===== config.mk =====
export PLATFORM = sky130hd
export DESIGN_NAME = inst_prefetch_queue
export DESIGN_NICKNAME = d
export VERILOG_FILES = /design/src/rtl/inst_prefetch_queue_pkg.sv /design/src/rtl/inst_prefetch_queue_sync_fifo.sv /design/src/rtl/inst_prefetch_queue.sv
export SDC_FILE = /design/constraint.sdc
export NUM_CORES = 1
export LEC_CHECK = 0
export ABC_CLOCK_PERIOD_IN_PS = 4400
export CORE_ASPECT_RATIO = 1.2
export CORE_MARGIN = 10
export CORE_UTILIZATION = 57
export CTS_CLUSTER_DIAMETER = 100
export DETAILED_ROUTE_END_ITERATION = 8
export PLACE_DENSITY = 0.82
export SETUP_SLACK_MARGIN = 0.4
export SLEW_MARGIN = 0
export SYNTH_ARGS = -nofsm -noshare
export SYNTH_HDL_FRONTEND = slang
export SYNTH_SLANG_ARGS = --single-unit

===== constraint.sdc =====
create_clock -name clk -period 4.4 [get_ports clk]
set_input_delay 0.88 -clock clk [delete_from_list [all_inputs] [get_ports clk]]
set_output_delay 0.88 -clock clk [all_outputs]
set_load 0.1 [all_outputs]

===== src/rtl/inst_prefetch_queue_pkg.sv =====
// Shared definitions for the instruction prefetch queue: default widths and PC stepping.
package inst_prefetch_queue_pkg;
    localparam int InstAddrWidth = 32;
    localparam int InstDataWidth = 32;
    localparam int PcIncrement   = 4;
    localparam int PcAlignBits   = 2;
endpackage


===== src/rtl/inst_prefetch_queue_sync_fifo.sv =====
// Synchronous FIFO with flush and occupancy output; push and pop may coincide, even when full.
module sync_fifo
    import inst_prefetch_queue_pkg::*;
#(
    parameter int WIDTH = InstDataWidth,
    parameter int DEPTH = 4
) (
    input  logic                   clk,
    input  logic                   rst,
    input  logic                   flush,
    input  logic                   push,
    input  logic [WIDTH-1:0]       push_data,
    input  logic                   pop,
    output logic [WIDTH-1:0]       pop_data,
    output logic [$clog2(DEPTH):0] level
);
    localparam int PtrW = $clog2(DEPTH);

    logic [WIDTH-1:0] mem [DEPTH];
    logic [PtrW-1:0]  wr_ptr;
    logic [PtrW-1:0]  rd_ptr;
    logic             do_pop;
    logic             do_push;

    assign do_pop   = pop && (level != '0);
    assign do_push  = push && rst && !flush;
    assign pop_data = mem[rd_ptr];

    always_ff @(posedge clk) begin
        if (!rst || flush) begin
            wr_ptr <= '0;
            rd_ptr <= '0;
            level  <= '0;
        end else begin
            if (push) begin
                wr_ptr <= wr_ptr + 1'b1;
            end
            if (do_pop) begin
                rd_ptr <= rd_ptr + 1'b1;
            end
            level <= level + {{PtrW{1'b0}}, push} - {{PtrW{1'b0}}, do_pop};
        end
    end

    // Storage carries no reset; the head is only exposed once level says it is valid.
    always_ff @(posedge clk) begin
        if (do_push) begin
            mem[wr_ptr] <= push_data;
        end
    end
endmodule


===== src/rtl/inst_prefetch_queue.sv =====
// Instruction prefetch queue: credit-limited ROM fetch, in-order tag pairing, redirect with stale drop.
// Defining PREFETCH_BYPASS_EN lets a response skip an empty queue in the cycle it arrives.
module inst_prefetch_queue
    import inst_prefetch_queue_pkg::*;
#(
    parameter int                ADDR_W   = InstAddrWidth,
    parameter int                DATA_W   = InstDataWidth,
    parameter int                DEPTH    = 4,
    parameter logic [ADDR_W-1:0] RESET_PC = '0
) (
    input  logic                     clk,
    input  logic                     rst,
    output logic                     rom_req,
    output logic [ADDR_W-1:0]        rom_addr,
    input  logic                     rom_gnt,
    input  logic                     rom_rvalid,
    input  logic [DATA_W-1:0]        rom_rdata,
    input  logic                     is_branch,
    input  logic [ADDR_W-1:0]        branch_address,
    input  logic                     inst_ready,
    output logic                     inst_valid,
    output logic [DATA_W-1:0]        inst,
    output logic [ADDR_W-1:0]        pc_plus4,
    output logic [$clog2(DEPTH):0]   fill_level
);
    localparam int CntW = $clog2(DEPTH) + 1;

    logic [ADDR_W-1:0]        fetch_pc;
    logic [CntW-1:0]          drop_cnt;
    logic [CntW-1:0]          outstanding;
    logic [CntW-1:0]          fill;
    logic [CntW:0]            credit_used;
    logic [ADDR_W-1:0]        resp_tag;
    logic [ADDR_W+DATA_W-1:0] head;
    logic                     fetch_fire;
    logic                     resp_pop;
    logic                     resp_keep;
    logic                     queue_empty;
    logic                     bypass;
    logic                     push_q;
    logic                     pop_q;

    // Every in-flight fetch reserves a queue slot, so the queue can never overflow.
    assign credit_used = {1'b0, outstanding} + {1'b0, fill};
    assign rom_req     = rst && !is_branch && (credit_used < (CntW+1)'(DEPTH));
    assign rom_addr    = rst ? fetch_pc : RESET_PC;
    assign fetch_fire  = rom_req && rom_gnt;

    assign resp_pop    = rst && rom_rvalid;
    assign resp_keep   = resp_pop && !is_branch && (drop_cnt == '0);
    assign queue_empty = (fill == '0);

`ifdef PREFETCH_BYPASS_EN
    assign bypass = resp_keep && queue_empty;
`else
    assign bypass = 1'b0;
`endif

    assign push_q     = resp_keep && !(bypass && inst_ready);
    assign pop_q      = rst && inst_ready && !queue_empty;
    assign fill_level = rst ? fill : '0;

    always_comb begin
        inst_valid = 1'b0;
        inst       = '0;
        pc_plus4   = '0;
        if (rst) begin
            if (bypass) begin
                inst_valid = 1'b1;
                inst       = rom_rdata;
                pc_plus4   = resp_tag;
            end else if (!queue_empty) begin
                inst_valid       = 1'b1;
                {pc_plus4, inst} = head;
            end
        end
    end

    // Drop count is the in-flight total minus any response retired in the redirect cycle.
    always_ff @(posedge clk) begin
        if (!rst) begin
            fetch_pc <= RESET_PC;
            drop_cnt <= '0;
        end else begin
            if (is_branch) begin
                fetch_pc <= {branch_address[ADDR_W-1:PcAlignBits], {PcAlignBits{1'b0}}};
            end else if (fetch_fire) begin
                fetch_pc <= fetch_pc + ADDR_W'(PcIncrement);
            end
            if (is_branch) begin
                drop_cnt <= outstanding - CntW'(rom_rvalid);
            end else if (rom_rvalid && (drop_cnt != '0)) begin
                drop_cnt <= drop_cnt - 1'b1;
            end
        end
    end

    // Tag queue: its level doubles as the outstanding-fetch count.
    sync_fifo #(
        .WIDTH (ADDR_W),
        .DEPTH (DEPTH)
    ) u_tag_fifo (
        .clk       (clk),
        .rst       (rst),
        .flush     (1'b0),
        .push      (fetch_fire),
        .push_data (fetch_pc + ADDR_W'(PcIncrement)),
        .pop       (resp_pop),
        .pop_data  (resp_tag),
        .level     (outstanding)
    );

    sync_fifo #(
        .WIDTH (ADDR_W + DATA_W),
        .DEPTH (DEPTH)
    ) u_inst_fifo (
        .clk       (clk),
        .rst       (rst),
        .flush     (is_branch),
        .push      (push_q),
        .push_data ({resp_tag, rom_rdata}),
        .pop       (pop_q),
        .pop_data  (head),
        .level     (fill)
    );
endmodule

==> run summary <==
In this run switching power makes up 21.9% of total power. Of the synthesized area, sequential elements account for 69.2%. In this run the worst hold path is classified as flip-flop to flip-flop. The run gives 1004 as the synthesized netlist cell count. The flow ran to the end, and the final reports show no timing, DRC or antenna violations. The analysis attributes to net switching a power of 1.93 mW.

The die width is 180 um. A synthesized cell averages 17.4 um^2. Cells with a size suffix above 1 make up 24.9% of the layout.

The logs give 0 for the number of antenna violations at the first check in global routing and 2570 ps for the data arrival at the endpoint of the critical path. For this run, the slowest stage of the critical path takes 700 ps. The critical path in this run is classified as flip-flop to output pin.

The repair_antennas step left the layout with diodes totalling 0. The worst setup path is captured at an output pin. Kind of cell adding the most delay to the critical path: flip-flops.

The most used flip-flop cell after synthesis is edfxtp_1. The post-route clock skew was 9.09 ps. The number of gates resized after CTS came out at 0.

The total power density per cell area is 424 mW/mm^2. After detailed routing, the total wire length is 34600 um. In the layout the commonest cells are edfxtp_1 (368), and2_1 (112), buf_4 (93). The tools report the final global-route overflow total as 0. The clock-pin slew of the registers on the worst-case setup and hold paths came out at 70 ps. The count of unresolved DRC violations after routing came out at 0. The maximum fanout count along the critical path works out to 24. The detail route stage leaves a number of antenna-violating nets equal to 0. After detailed placement, the design holds a cell count of 1520. The clock network burns 39.0% of the power. The logs give 0.0174 mm^2 for the post-synthesis instance area and 0 for the count of hold buffers inserted by post-cts repair. Summing internal, switching and leakage power gives 8.80 mW. The layout overhead on the synthesized area was 18.9%; the initial standard-cell utilization of the core was 57.5%. The largest individual stage delay along the critical path comes from the cell dfxtp_4.

The logs give 0 for the number of hold violations in the final report and 9108 for the overall via count from detail_route. Data on the critical path is required at its endpoint by 3520 ps. The share of total power dissipated in combinational logic is 9.0%.

On the final layout, the worst hold slack is 514 ps. The number of rows in the core area is 70, and the final cell count without fillers is 1590. The number of maximum-capacitance constraint violations is 0, and the detail-routed via count per cell is 5.73. The logs give 290 MHz for the timing-limited maximum frequency and 5 for the count of TritonRoute iterations in the first routing pass. After clock tree synthesis, the setup repair step added 0 buffers.

The longest clock path from root to sink contains 3 buffers. For the worst-skew pair, the clock arrives at the later sink with an insertion delay of 520 ps. Counting both buffers and inverters, the worst setup path holds a total of 2. The clock period minus worst slack is 3450 ps. Kind of launch point of the worst setup path: a flip-flop. The die is 212 um tall. Average detailed-routed wire length per instance: 21.8 um. For the largest voltage drop on the vdd net, the log shows 0.328 mV.

TritonCTS built the clock tree. The area of the core is 0.0303 mm^2, and the number of clock buffers inserted by TritonCTS is 39. Setup repair after global routing left no endpoint under its margin.

The overall routing resource usage was 18.4%. Buffers placed on the I/O ports in this run total 164. Sequential cells account for 52.0% of the total power. The run gives 9671 as the via count of the first global-routing pass.

The internal power consumption was 6.87 mW; the post-synthesis async set-or-reset flop share was 0%. Setup violations remaining at the end of the flow were counted as 0. The tree is rooted in a clkbuf_16. Measured against its own limit, the worst slew margin works out to 44.7%. The run gives 0 as the final number of max-transition violations.

For this design, the sink count on the clock tree is 419. The static leakage was 7.01 nW. Number of H-tree levels: 2. The logs give 0 ps for the final-layout setup total negative slack and 22100 um for the detailed placer's ending HPWL. Leaving out fill and tap cells, the most frequent cell in the layout is edfxtp_1.

Entering global routing, the biggest net connects 67 pins. After the first detailed-routing iteration, the DRC count stood at 612. For the number of nets in the layout, the log shows 1256. After layout, the worst path uses 78.4% of the clock period.

The layout filler cell count came out at 1980. 171 I/O pins were placed. The die covers 0.0380 mm^2. The congestion estimate from routability-driven global placement came to 0.913. The number of library cell types mapped by synthesis was 67; the global-route wire length before repair was 55400 um. The pin slew with the least headroom to its limit is 830 ps. Counting flops with a built-in enable in the synthesized netlist gives 368. The critical path goes through buf_4, mux4_2, and2_1, buf_12.

The Yosys step of the flow raised 0 warnings. Counting flops and latches in the post-synthesis netlist gives 419.
## Yosys cell counts (4+ instances only)
library cell,n,area (um^2)
a21boi_1,5,37.5
clkbuf_1,29,109
edfxtp_1,368,11100
xor2_1,16,140
inv_1,18,67.6
ha_1,19,238
xnor2_1,39,342
a21boi_0,4,30.0
and4_1,5,43.8
nor2_1,19,71.3
buf_2,19,95.1
nor2b_1,5,31.3
and3_1,8,50.1
nand2_1,34,128
o21ai_0,18,90.1
buf_4,7,52.6
nand3_1,21,105
and2_1,116,726
mux4_2,92,2070
a21oi_1,11,55.1
nor4_2,5,62.6
nor3_1,12,60.1
dfxtp_1,51,1020
nand4_1,12,75.1
## area by class of cell
cell class                      instances  area (um^2)  share of cell area, %
Tap cell                              396          495                   2.39
Timing Repair Buffer                  181         1780                   8.60
Clock inverter                         22          264                   1.27
Multi-Input combinational cell        505         4980                   24.0
Sequential cell                       419        12100                   58.3
Clock buffer                           48         1060                   5.12
Inverter                               19         71.3                  0.344
## kinds of logic (layout without fill, tap and decap cells)
kind of cell | count (synthesis) | after routing | share of synthesized area [%]
adder cells (fa/ha/maj) | 21 | 21 | 1.59
XOR/XNOR | 55 | 55 | 2.76
flip-flops | 419 | 419 | 69.2
other | 1 | 4 | 0.0215
multiplexers | 95 | 95 | 12.1
AO/OA/AOI/OAI | 67 | 67 | 2.58
AND/OR/NAND/NOR | 263 | 263 | 9.45
buffers and inverters | 83 | 270 | 2.31
## flip-flops by register name, indices dropped and copies added, names as in the netlist, named ones only
register	flops
drop_cnt	3
fetch_pc	30
u_inst_fifo.level	3
u_inst_fifo.mem	248
u_inst_fifo.rd_ptr	2
u_inst_fifo.wr_ptr	2
u_tag_fifo.level	3
u_tag_fifo.mem	120
u_tag_fifo.rd_ptr	2
u_tag_fifo.wr_ptr	2
## metal layers
layer  vias up  global-route usage [%]  wire (um)
li1       4187                       -          -
met1      4560                    23.6      14200
met2       309                    30.9      17400
met3        52                    3.74       2090
met4         0                    5.99        939
met5         -                       0          0
## worst register-to-register path: stages (launching register included)
cell     delay, ps
dfxtp_1        410
ha_1           310
nor4b_4        410
nand3_2        320
inv_2          360
and2_1         440
buf_12         240
## metrics by stage
step | util [%] | area, um^2 | setup slack [ps]
after CTS | 68.4 | 20700 | 891
after detailed placement | 64.1 | 19400 | 965
after global routing | 68.4 | 20700 | 794
final | 68.4 | 20700 | 951
after floorplan | - | 17400 | 535
after global placement | 64.1 | 19400 | 941
## power by group through the flow
stage	clock [mW]	combinational, mW	sequential [mW]
after CTS	3.51	0.799	4.58
final	3.43	0.791	4.58
after global routing	3.66	0.859	4.60
after detailed placement	0	0.794	4.67
after global placement	0	0.770	4.66
after floorplan	0	0.615	4.60
## path summary, 6_finish.rpt
check	from	to	slack, ps	depth (start not counted)
worst min register to register	u_tag_fifo.wr_ptr[1]	u_tag_fifo.wr_ptr[1]	510	2
worst max-delay path	flip-flop	pc_plus4[16]	950	4
worst max register to register	u_inst_fifo.level[2]	u_tag_fifo.mem[1][14]	1590	6
worst min-delay path	u_tag_fifo.wr_ptr[1]	u_tag_fifo.wr_ptr[1]	510	2
Note: power is estimated with default switching activity, not from simulation.
==> RTL edit 1: new RTL, same settings <==
Build with the macro `PREFETCH_BYPASS_EN` defined.
--- a/src/rtl/inst_prefetch_queue.sv
+++ b/src/rtl/inst_prefetch_queue.sv
@@ -1,4 +1,6 @@
 // Instruction prefetch queue: credit-limited ROM fetch, in-order tag pairing, redirect with stale drop.
 // Defining PREFETCH_BYPASS_EN lets a response skip an empty queue in the cycle it arrives.
+`define PREFETCH_BYPASS_EN
+
 module inst_prefetch_queue
     import inst_prefetch_queue_pkg::*;
Behaviour: not the same (Yosys sat finds a counterexample within 4 cycles, from zero or initial values and one cycle with rst low).
==> RTL edit 1 against the unedited design <==
Routed wire length grew 11%; worst setup slack lost 360 ps; worst hold slack lost 2.1 ps; via count grew 7.5%; count of clock-buffer cells in the layout shrank 2; combinational power grew 23%; synthesized area shrank 0.93%; design area grew 3.4%; total power grew 1.2%; non-clock buffer count grew 8; sequential cell count is the same; critical endpoint is now pc_plus4[8]; largest cell class unchanged.
==> RTL edit 1: results (changes against the unedited design) <==
mux cell area share after synthesis: 12.1% (about the same)
Arr. time, crit path: 2930 ps (+360 ps)
Crit-path slowest cell: clkdlybuf4s50_1
Synth cell types: 60 (-10%)
hold_ws: 512 ps (-2.10 ps)
XOR/XNOR Fraction of Synth Area: 2.08% (-0.68 points)
Synth top cells by count: edfxtp_1, mux4_2, a22o_1, dfxtp_1, clkbuf_1
status: complete, no violations
Adder-Cell Fraction of Synth Area: 1.61% (+0.015 points)
P_int: 6.83 mW (-0.64%)
DP Worst Slack: 381 ps (-584 ps)
Final Critical Period: 3810 ps (+362 ps)
WL met2: 19300 µm (+11%)
Least-Margin Pin Slew: 974 ps (+144 ps)
largest cells by area after synthesis: edfxtp_1, mux4_2, dfxtp_1, a22o_1, xnor2_1
# placed instances: 1508 (-0.79%)
Compound-Gate Fraction of Synth Area: 6.56% (+4.0 points)
reg2reg setup slack: 1510 ps (-80 ps)
Crit Path Max Fanout: 64 (+170%)
worst r2r src: u_inst_fifo.level[1]
total track usage: 20.3% (+1.9 points)
vias in the first global route: 10300 (+6.1%)
1st-iter DRT viols: 826 (+35%)
share of layout cells above drive strength 1: 24.7% (-0.15 points)
met1 GRT Util: 26.1% (+2.5 points)
Worst Skew: 15.8 ps (+6.69 ps)
Area after DPL: 20100 µm² (+3.6%)
maximum VDD drop: 0.345 mV (+5.1%)
hpwl dp: 22900 µm (+3.4%)
P_leak: 7.12 nW (+1.5%)
==> RTL edit 1: cell types whose count changed after synthesis, sizes merged, moves of 11 or more <==
cell / change
nand3: -11
a21oi: +13
a31oi: +12
nor2: +17
and2: -80
a22o: +63
==> RTL edit 1: final timing paths <==
| kind | to | cells past startpoint |
|---|---|---|
| worst min register to register | u_tag_fifo.wr_ptr[1] | 2 |
| worst max-delay path | pc_plus4[8] | 7 |
| worst min-delay path | u_tag_fifo.wr_ptr[1] | 2 |
| worst max register to register | u_inst_fifo.level[2] | 12 |
==> RTL edit 1: final cells by class <==
class                      count  area (µm²)
inverter                      25        93.8
timing repair buffer         189        2630
sequential                   419       12100
tap                          390         488
clock inverter                23         253
fill                        1764        8350
multi-input combinational    487        4850
clock buffer                  46        1040
==> RTL edit 1: worst min-delay path, stage by stage, from the launching register on <==
cell and delay [ps]:
dfxtp_1 340, nand2_1 70, a21oi_1 60
==> RTL edit 2: new RTL, config.mk and constraints unchanged <==
Made on the original files. Put a register stage on the output `fill_level`. The value now appears one clock later. The other outputs are not delayed to match.
--- a/src/rtl/inst_prefetch_queue.sv
+++ b/src/rtl/inst_prefetch_queue.sv
@@ -59,5 +59,7 @@
     assign push_q     = resp_keep && !(bypass && inst_ready);
     assign pop_q      = rst && inst_ready && !queue_empty;
-    assign fill_level = rst ? fill : '0;
+    always_ff @(posedge clk) begin
+        fill_level <= rst ? fill : '0;
+    end
 
     always_comb begin
Formal check against the unedited RTL: not equivalent (Yosys sat finds a counterexample within 4 cycles, from zero or initial values and one cycle with rst low).
==> RTL edit 2 against the unedited design <==
Clock skew increased by 1.2 ps; die area decreased by 1.0%; routed wire length increased by 4.4%; count of clock-buffer cells in the layout unchanged; sequential cell count increased by 3; synthesized area decreased by 1.1%; design area increased by 4.2%; worst setup slack got worse by 28 ps; total power increased by 0.88%; largest power group unchanged.
==> RTL edit 2: results (changes against the unedited design) <==
hold_ws: 502 ps (-12.8 ps)
Post-Layout Cell Count: 1577 (-0.82%)
Worst Hold End: fill_level[0]
total routed wirelength: 36200 µm (+4.4%)
first-pass GRT wire length: 57000 µm (+3.1%)
# nets final: 1250 (-0.48%)
Crit-path slowest cell: clkdlybuf4s50_1
Crit Path Max Fanout: 64 (+170%)
DP Worst Slack: 922 ps (-43.9 ps)
maximum VDD drop: 0.244 mV (-26%)
status: complete, no violations
Hold Startpoint: u_inst_fifo.level[0]
reg2reg path depth: 8 (+2)
syn_area_per_cell: 17.5 µm² (+0.90%)
met2 global-route usage: 32.5% (+1.7 points)
FF-to-FF End: u_tag_fifo.level[1]
WL met2: 18400 µm (+5.6%)
hpwl dp: 22700 µm (+2.5%)
vias per std cell: 5.89 (+2.9%)
total track usage: 19.4% (+1.1 points)
Synth top cells by count: edfxtp_1, and2_1, mux4_2, dfxtp_1, nor2_1
largest cells by area after synthesis: edfxtp_1, mux4_2, dfxtp_1, and2_1, xnor2_1
vias in the first global route: 9790 (+1.2%)
Least-Margin Pin Slew: 971 ps (+141 ps)
hold depth: 2 (unchanged)
worst r2r src: u_inst_fifo.level[2]
reg2reg setup slack: 1620 ps (+30 ps)
slowest stage delay, CP: 560 ps (-140 ps)
Synth cell types: 59 (-12%)
RePlAce Congestion: 0.864 (-5.4%)
Seq/Total Area, Yosys: 70.4% (+1.1 points)
Worst Skew: 10.3 ps (+1.17 ps)
met1 WL: 14600 µm (+2.8%)
Arr. time, crit path: 2600 ps (+30 ps)
P_leak: 7.21 nW (+2.8%)
met1 GRT Util: 25.6% (+2.1 points)
WL met3: 2600 µm (+24%)
# placed instances: 1508 (-0.79%)
initial antenna violation count: 0 (unchanged)
Area after DPL: 20300 µm² (+4.6%)
## RTL edit 2: cell count changes in the layout (fill, tap and decap cells not counted), sizes merged, moves of 7 or more
cell / unedited run / this run
a21boi: 9 / 1
and4: 8 / 1
nor2: 20 / 39
and2: 118 / 102
## RTL edit 2: layout make-up
class                   count  area (µm²)
clock buffers              48        1060
fillers                  1742        8100
clock inverters            21         234
repair buffers            188        2850
flip-flops and latches    422       12100
inverters                  24        90.1
multi-input cells         484        4740
well taps                 390         488
## RTL edit 2: power by group
| group | switching (mW) | internal [mW] |
|---|---|---|
| Combinational | 0.511 | 0.367 |
| Clock | 1.39 | 2.01 |
| Sequential | 0.0902 | 4.51 |
| Total | 1.99 | 6.89 |
## RTL edit 2: cells by family (layout without fill, tap and decap cells)
kind of cell               Yosys count  count (layout)  share of synthesized area, %
muxes                               93              93                          12.1
xor gates and xnor gates            52              52                          2.64
DFF                                422             422                          70.4
other                                1               4                        0.0217
and+or+nand+nor                    247             247                          8.40
buffers and inverters               81             281                          2.30
adders and majority gates           21              21                          1.61
AOI/OAI and AO/OA                   67              67                          2.60
## RTL edit 2: worst register-to-register path: stages (launching register included)
cell and delay (ps):
dfxtp_1 420, ha_1 270, or4b_4 570, nor2_8 120, nand2_4 110, inv_2 360, ha_1 270, fa_1 400
and2_1 160
## RTL edit 2: worst max-delay path by stage
stage / from / endpoint / slack (ps)
2_1_floorplan: rst / rom_addr[11] / 830
3_3_place_gp: rst / u_inst_fifo.level[1] / 980
6_report: rst / pc_plus4[7] / 920
4_1_cts: flip-flop / pc_plus4[29] / 890
3_5_place_dp: rst / u_inst_fifo.level[1] / 920
5_1_grt: flip-flop / pc_plus4[29] / 820
